**config.mk**
```make
export PLATFORM = sky130hd
export DESIGN_NAME = csr_access_unit
export DESIGN_NICKNAME = d
export VERILOG_FILES = /design/src/rtl/csr_access_unit.sv
export SDC_FILE = /design/constraint.sdc
export NUM_CORES = 1
export LEC_CHECK = 0
export BUFFER_PORTS_ARGS = -buffer_cell sky130_fd_sc_hd__buf_2
export CORE_ASPECT_RATIO = 0.9
export CORE_UTILIZATION = 35
export CTS_CLUSTER_DIAMETER = 30
export DETAILED_ROUTE_END_ITERATION = 10
export GPL_ROUTABILITY_DRIVEN = 0
export RECOVER_POWER = 25
export SLEW_MARGIN = 20
export SYNTH_ARGS = -nofsm -noshare
export SYNTH_HDL_FRONTEND = slang
export SYNTH_SLANG_ARGS = --single-unit
export TNS_END_PERCENT = 20
```
**constraint.sdc**
```tcl
create_clock -name clk -period 1.4 [get_ports clk]
set_input_delay 0.14 -clock clk [delete_from_list [all_inputs] [get_ports clk]]
set_output_delay 0.14 -clock clk [all_outputs]
set_load 0.1 [all_outputs]
```
**src/rtl/csr_access_unit.sv**
```systemverilog
// Sequencer between the execute stage and the OR-combined CSR bus: one
// CSRRW/CSRRS/CSRRC at a time, read -> optional write -> respond.
module csr_access_unit #(
    parameter bit READ_ONLY_CHECK = 1'b1
) (
    input  logic        clk,
    input  logic        rst,
    input  logic        requestValid,
    output logic        requestReady,
    input  logic [1:0]  requestOp,
    input  logic [11:0] requestAddress,
    input  logic [31:0] requestSource,
    input  logic        requestSourceIsZero,
    output logic        responseValid,
    input  logic        responseReady,
    output logic [31:0] responseData,
    output logic        responseIllegal,
    output logic        csrReadEnable,
    output logic [11:0] csrReadAddress,
    input  logic [31:0] csrReadData,
    input  logic        csrRequestOutput,
    output logic        csrWriteEnable,
    output logic [11:0] csrWriteAddress,
    output logic [31:0] csrWriteData
);

    localparam logic [1:0] ST_IDLE    = 2'd0;
    localparam logic [1:0] ST_READ    = 2'd1;
    localparam logic [1:0] ST_WRITE   = 2'd2;
    localparam logic [1:0] ST_RESPOND = 2'd3;

    localparam logic [1:0] OP_RW = 2'b01;
    localparam logic [1:0] OP_RS = 2'b10;
    localparam logic [1:0] OP_RC = 2'b11;

    logic [1:0]  state_q,        state_d;
    logic [1:0]  op_q,           op_d;
    logic [11:0] addr_q,         addr_d;
    logic [31:0] src_q,          src_d;
    logic        src_zero_q,     src_zero_d;
    logic [31:0] old_q,          old_d;
    logic        req_ready_q,    req_ready_d;
    logic        rd_en_q,        rd_en_d;
    logic        wr_en_q,        wr_en_d;
    logic [31:0] wr_data_q,      wr_data_d;
    logic        resp_valid_q,   resp_valid_d;
    logic [31:0] resp_data_q,    resp_data_d;
    logic        resp_illegal_q, resp_illegal_d;

    logic        write_needed_s;
    logic        illegal_s;
    logic [31:0] new_value_s;

    // Decode of the latched operation against the live bus response during READ
    always_comb begin
        write_needed_s = (op_q == OP_RW) ||
                         (((op_q == OP_RS) || (op_q == OP_RC)) && !src_zero_q);
        illegal_s = (op_q == 2'b00) || !csrRequestOutput ||
                    ((READ_ONLY_CHECK == 1'b1) && write_needed_s && (addr_q[11:10] == 2'b11));
        case (op_q)
            OP_RW:   new_value_s = src_q;
            OP_RS:   new_value_s = csrReadData | src_q;
            OP_RC:   new_value_s = csrReadData & ~src_q;
            default: new_value_s = csrReadData;
        endcase
    end

    // Next-state and next-output computation; strobes follow the next state
    // so every bus/pipeline output comes straight from a flop.
    always_comb begin
        state_d        = state_q;
        op_d           = op_q;
        addr_d         = addr_q;
        src_d          = src_q;
        src_zero_d     = src_zero_q;
        old_d          = old_q;
        wr_data_d      = wr_data_q;
        resp_data_d    = resp_data_q;
        resp_illegal_d = resp_illegal_q;
        case (state_q)
            ST_IDLE: begin
                if (requestValid && req_ready_q) begin
                    op_d       = requestOp;
                    addr_d     = requestAddress;
                    src_d      = requestSource;
                    src_zero_d = requestSourceIsZero;
                    state_d    = ST_READ;
                end else begin
                    state_d = ST_IDLE;
                end
            end
            ST_READ: begin
                old_d = csrReadData;
                if (illegal_s) begin
                    state_d        = ST_RESPOND;
                    resp_data_d    = 32'h0000_0000;
                    resp_illegal_d = 1'b1;
                end else if (write_needed_s) begin
                    state_d   = ST_WRITE;
                    wr_data_d = new_value_s;
                end else begin
                    state_d        = ST_RESPOND;
                    resp_data_d    = csrReadData;
                    resp_illegal_d = 1'b0;
                end
            end
            ST_WRITE: begin
                state_d        = ST_RESPOND;
                resp_data_d    = old_q;
                resp_illegal_d = 1'b0;
            end
            ST_RESPOND: begin
                if (responseReady) begin
                    state_d        = ST_IDLE;
                    resp_data_d    = 32'h0000_0000;
                    resp_illegal_d = 1'b0;
                end else begin
                    state_d = ST_RESPOND;
                end
            end
            default: begin
                state_d = ST_IDLE;
            end
        endcase
        req_ready_d  = (state_d == ST_IDLE);
        rd_en_d      = (state_d == ST_READ);
        wr_en_d      = (state_d == ST_WRITE);
        resp_valid_d = (state_d == ST_RESPOND);
    end

    // State and output registers with synchronous reset
    always_ff @(posedge clk) begin
        if (rst) begin
            state_q        <= ST_IDLE;
            op_q           <= 2'b00;
            addr_q         <= 12'h000;
            src_q          <= 32'h0000_0000;
            src_zero_q     <= 1'b0;
            old_q          <= 32'h0000_0000;
            req_ready_q    <= 1'b1;
            rd_en_q        <= 1'b0;
            wr_en_q        <= 1'b0;
            wr_data_q      <= 32'h0000_0000;
            resp_valid_q   <= 1'b0;
            resp_data_q    <= 32'h0000_0000;
            resp_illegal_q <= 1'b0;
        end else begin
            state_q        <= state_d;
            op_q           <= op_d;
            addr_q         <= addr_d;
            src_q          <= src_d;
            src_zero_q     <= src_zero_d;
            old_q          <= old_d;
            req_ready_q    <= req_ready_d;
            rd_en_q        <= rd_en_d;
            wr_en_q        <= wr_en_d;
            wr_data_q      <= wr_data_d;
            resp_valid_q   <= resp_valid_d;
            resp_data_q    <= resp_data_d;
            resp_illegal_q <= resp_illegal_d;
        end
    end

    // A reset landing in the WRITE cycle must not commit the abandoned write.
    assign csrWriteEnable  = wr_en_q && !rst;
    assign requestReady    = req_ready_q;
    assign csrReadEnable   = rd_en_q;
    assign csrReadAddress  = addr_q;
    assign csrWriteAddress = addr_q;
    assign csrWriteData    = wr_data_q;
    assign responseValid   = resp_valid_q;
    assign responseData    = resp_data_q;
    assign responseIllegal = resp_illegal_q;

endmodule
```
Yosys cells after proc, flatten, opt, wreduce, memory -nomap -nowiden:

Index checks and enable logic that the tools add are counted.
Widths: inputs -> output; s select.

* register bits after elaboration: 150
* input port bits: 84
* output and inout port bits: 93
* logic and storage cells: 61

* eq/ne operators: 12
* muxes and demuxes: 14
* bitwise operators: 4
* reductions and logical operators: 18

Operators by type and width (number)
* $pmux 32 s3: 2
* $mux 32: 3
* $and 32x32->32: 1
* $not 32->32: 1
* $or 32x32->32: 1
* $eq 2x2->1 const B: 7
* $pmux 2 s4: 1
* $eq 2x1->1 const B: 3
* $logic_not 2->1: 3
* $mux 1: 6
* $reduce_and 3->1: 2
* $logic_and 1x1->1: 4
* $logic_or 1x1->1: 4
* $logic_not 1->1: 3
* $ne 3x3->1 const B: 1
* $pmux 1 s3: 1
* $reduce_bool 3->1: 1
* $mux 2: 1
* $ne 2x2->1 const B: 1
* $reduce_and 2->1: 1
* $not 1->1: 1

Depth between registers and ports, before layout:

* depth in word-level cells: 9
* mapped depth: 8
* mapped depth without buffers: 4

Least setup slack after synthesis:

No wires, ideal clock.

* kind: reg2reg
* start point: reg addr_q[10], in the netlist csrReadAddress[10]
* end point: reg wr_data_q[10], in the netlist csrWriteData[10]
* setup time: 70 ps
* data arrival time: 1967 ps
* path slack: -637 ps
* cell stages (with the launch flop): 7
* buffers on the path: 2
* cells stage by stage: dfxtp_1 nand2_1 o2111ai_1 buf_2 buf_2 nand2_1 a21oi_1

* longest elaborated chain between the ends: 5

RTL lines
* from (decl): line 38 `logic [11:0] addr_q, addr_d;`
* from (signal assigned): line 150 `addr_q <= addr_d;`
* $eq 2x2->1: line 59 `((READ_ONLY_CHECK == 1'b1) && write_needed_s && (addr_q[11:10] == 2'b11));`
* $logic_and 1x1->1: line 59
* $logic_or 1x1->1: line 58 `illegal_s = (op_q == 2'b00) || !csrRequestOutput ||`
* $not 1->1 (no line)
* $reduce_and 3->1 (no line)
* to (signal assigned): line 157 `wr_data_q <= wr_data_d;`
* to (decl): line 45 `logic [31:0] wr_data_q, wr_data_d;`

Every way passes these cells.
A chain may end at the register's enable or synchronous reset.

Final worst setup path:

* start point: reg op_q[1]
* end point: reg wr_data_q[19], in the netlist csrWriteData[19]

* longest elaborated chain between the ends: 8
* elaborated cells on any way between the ends: 13
* those cells by class: 3 x eq/ne; 1 x mux; 1 x bitwise; 8 x reduce/logical

RTL lines
* from (decl): line 37 `logic [1:0] op_q, op_d;`
* from (signal assigned): line 149 `op_q <= op_d;`
* $eq 2x2->1: line 57, 60
* $logic_or 1x1->1: line 57 `(((op_q == OP_RS) || (op_q == OP_RC)) && !src_zero_q);`
* $logic_and 1x1->1: line 57
* $logic_or 1x1->1: line 56 `write_needed_s = (op_q == OP_RW) ||`
* $logic_and 1x1->1: line 59
* $logic_or 1x1->1: line 58
* $not 1->1 (no line)
* $reduce_and 3->1 (no line)

Parallel ways exist; a longest one is shown, timed or not.

==> impl_metrics.json <==
{
  "power_density_nw_per_um2": 1770,
  "io_pins": 177,
  "avgRoutedWirePerCell_microns": 15.9,
  "initial_core_util_pct": 36.0,
  "end_kind": "flip-flop",
  "worstPathRequired_ns": 1.74,
  "synthCells": 769,
  "synth_cell_type_count": 33,
  "cts_buffer_depth": 2,
  "dp_worst_setup_slack_ns": -0.248,
  "die_area_sq_um": 18800,
  "path_buf_inv": 2,
  "vias": 6363,
  "hold_viol_final": 0,
  "rrSetupSlack_ns": -0.1,
  "syn-num-nets": 853,
  "cp_max_fo": 16,
  "tns_ns": -4.39,
  "via_per_inst": 5.02,
  "grt_first_pass_wirelength_microns": 31200,
  "synth_area_per_cell_sq_um": 8.29,
  "grt_overflow": 0,
  "ir_drop_v": 0.000869,
  "top_usage_layer": "met2",
  "antenna_found_initial": 0,
  "drt_first_pass_iters": 5,
  "numPortBuffers": 176,
  "fill_cells": 1697,
  "ant_nets": 0,
  "die_w_microns": 144,
  "violations": "setup timing",
  "yosys_register_bits": 150,
  "hold_path.class": "in -> reg",
  "crit_path_cell_trace": "and2b_2, o2111ai_4, buf_4, clkbuf_16, nand2_1, a21oi_1",
  "area_growth_pct": 48.2,
  "period_minus_slack_ns": 1.50,
  "crit_arrival_ns": 1.84,
  "hpwl_microns": 13100,
  "worst_slack_ns": -0.0984,
  "grt_pass1_vias": 5974,
  "place_area_sq_um": 7780,
  "final_cell_mix": "nand2_1, buf_2, dfxtp_1",
  "clkSinkCount": 150,
  "status": "finished with violations",
  "path_clk_slew_ns": 0.06,
  "rsz0062_at_grt": "true",
  "die_y_microns": 130,
  "layout_commonest_cell": "nand2_1",
  "p_leak_uw": 0.00372,
  "met1_usage_pct": 28.6,
  "cts_tree": "built",
  "core_sq_um": 17700,
  "ys_warn_count": 0,
  "post-route-cell-area_sq_um": 9450,
  "power_uw": 16700,
  "use_met3_pct": 4.29,
  "setup_viol": 67,
  "skew_ns": 0.00908,
  "slew_violations": 0,
  "critical_path.top_delay_family": "compound AO/OA/AOI/OAI gates",
  "cts_made_buffers": 17,
  "slew_headroom_pct": 63.5,
  "syn_area_sq_um": 6370,
  "crit_type": "reg -> reg",
  "drive_gt1_share_pct": 31.4,
  "cp-start-kind": "flip-flop",
  "drc": 0,
  "grt_util_all_layers_pct": 21.6,
  "slowest_stage": "dfxtp_2",
  "met2_usage_pct": 35.7,
  "tightest_slew_ns": 0.550,
  "grt_start_max_net_pins": 47,
  "fmax_mhz": 667,
  "slowest_delay_ns": 0.35,
  "cts_htree_levels": 4,
  "insertion_delay_ns": 0.42,
  "row_count": 46,
  "drtIter0Drc": 351,
  "synth_seq_area_share_pct": 47.1,
  "max_cap_viol_count": 0,
  "cts_root_buffer": "clkbuf_16",
  "min_period_over_period_pct": 107,
  "antenna_cells": 0,
  "drt-total-wl_microns": 20200,
  "nets": 1098
}
## kinds of logic after synthesis
logic type / Yosys count / share of synthesized area, %
buf+inv: 89 / 7.30
compound gates: 283 / 29.6
flops: 150 / 47.1
xor+xnor: 9 / 1.24
simple gates: 238 / 14.7
## where the power goes
part	internal, uW	leakage (uW)	switching [uW]	total, uW
Clock	3170	0.000317	1900	5060
Combinational	1770	0.00217	4650	6420
Sequential	4850	0.00123	388	5240
## cell type report
cell class | count | area (sq um) | area share [%]
Sequential cell | 150 | 3020 | 32.0
Clock inverter | 13 | 191 | 2.03
Timing Repair Buffer | 312 | 2330 | 24.7
Multi-Input combinational cell | 532 | 3140 | 33.2
Tap cell | 240 | 300 | 3.18
Clock buffer | 19 | 464 | 4.91
Inverter | 1 | 3.75 | 0.0397
## stage by stage
stage / std cells / utilization [%] / hold WS [ns]
after detailed placement: 1155 / 43.9 / 0.381
after global routing: 1267 / 53.3 / 0.00563
after floorplan: 769 / - / 0.266
after CTS: 1264 / 52.2 / 0.0000524
final: 1267 / 53.3 / 0.0110
after global placement: 1155 / 43.9 / 0.374
## synthesized netlist by cell type
library cell,n,area [sq um]
a2111o_1,23,259
a2111oi_0,1,8.76
a211o_1,9,78.8
a211oi_1,69,518
a21o_1,1,7.51
a21o_4,1,15.0
a21oi_1,142,711
a22oi_1,32,240
a311o_1,1,10.0
and2_1,1,6.26
and2b_1,2,15.0
and3_1,2,12.5
buf_1,4,15.0
buf_2,23,115
buf_4,15,113
buf_6,6,67.6
clkbuf_1,39,146
clkbuf_2,1,5.00
dfxtp_1,150,3000
inv_1,1,3.75
nand2_1,194,728
nand2b_1,3,18.8
nand3_1,1,5.00
nor2_1,25,93.8
nor2b_1,6,37.5
nor3_1,2,10.0
nor4_1,1,6.26
o2111ai_1,1,8.76
o211ai_2,1,12.5
o21ba_2,1,10.0
o2bb2ai_1,1,8.76
or2_2,1,6.26
xnor2_1,9,78.8
## final timing paths
path / startpoint / end / depth (start not counted)
worst min-delay path: csrReadData[5] / old_q[5]$_SDFFE_PP0P_ / 3
worst max-delay path: op_q[1]$_SDFFE_PP0P_ / csrWriteData[19]$_SDFFE_PP0P_ / 6
worst min register to register: csrWriteData[4]$_SDFFE_PP0P_ / csrWriteData[4]$_SDFFE_PP0P_ / 2
worst max register to register: op_q[1]$_SDFFE_PP0P_ / csrWriteData[19]$_SDFFE_PP0P_ / 6
## registers in the layout, indices dropped and copies added, names as in the netlist
| name | cells |
|---|---|
| responseData | 32 |
| requestReady | 1 |
| csrWriteData | 32 |
| old_q | 32 |
| op_q | 2 |
| responseValid | 1 |
| csrReadEnable | 1 |
| state_q | 2 |
| src_zero_q | 1 |
| src_q | 32 |
| wr_en_q | 1 |
| responseIllegal | 1 |
| csrReadAddress | 12 |
## what timing repair did
item                       in CTS  in global routing
pin swaps                       3                 13
hold endpoints to repair       71                  0
cloned                          1                  2
hold buffers                   71                  0
resized for setup              21                 43
buffers inserted                5                  1
setup endpoints to repair     108                130
## worst min-delay path: cells and delay by family
kind	cells	cell delay [ns]
simple gates	1	0.06
buf+inv	1	0.13
compound gates	1	0.05
## per-layer routing
layer  vias up  part of all wire, %
met5         -                    0
met4         0                 0.97
met3        10                  5.2
met2       171                   47
met1      2969                   46
li1       3213                    -
No activity file was read; power rests on OpenSTA's default activity.
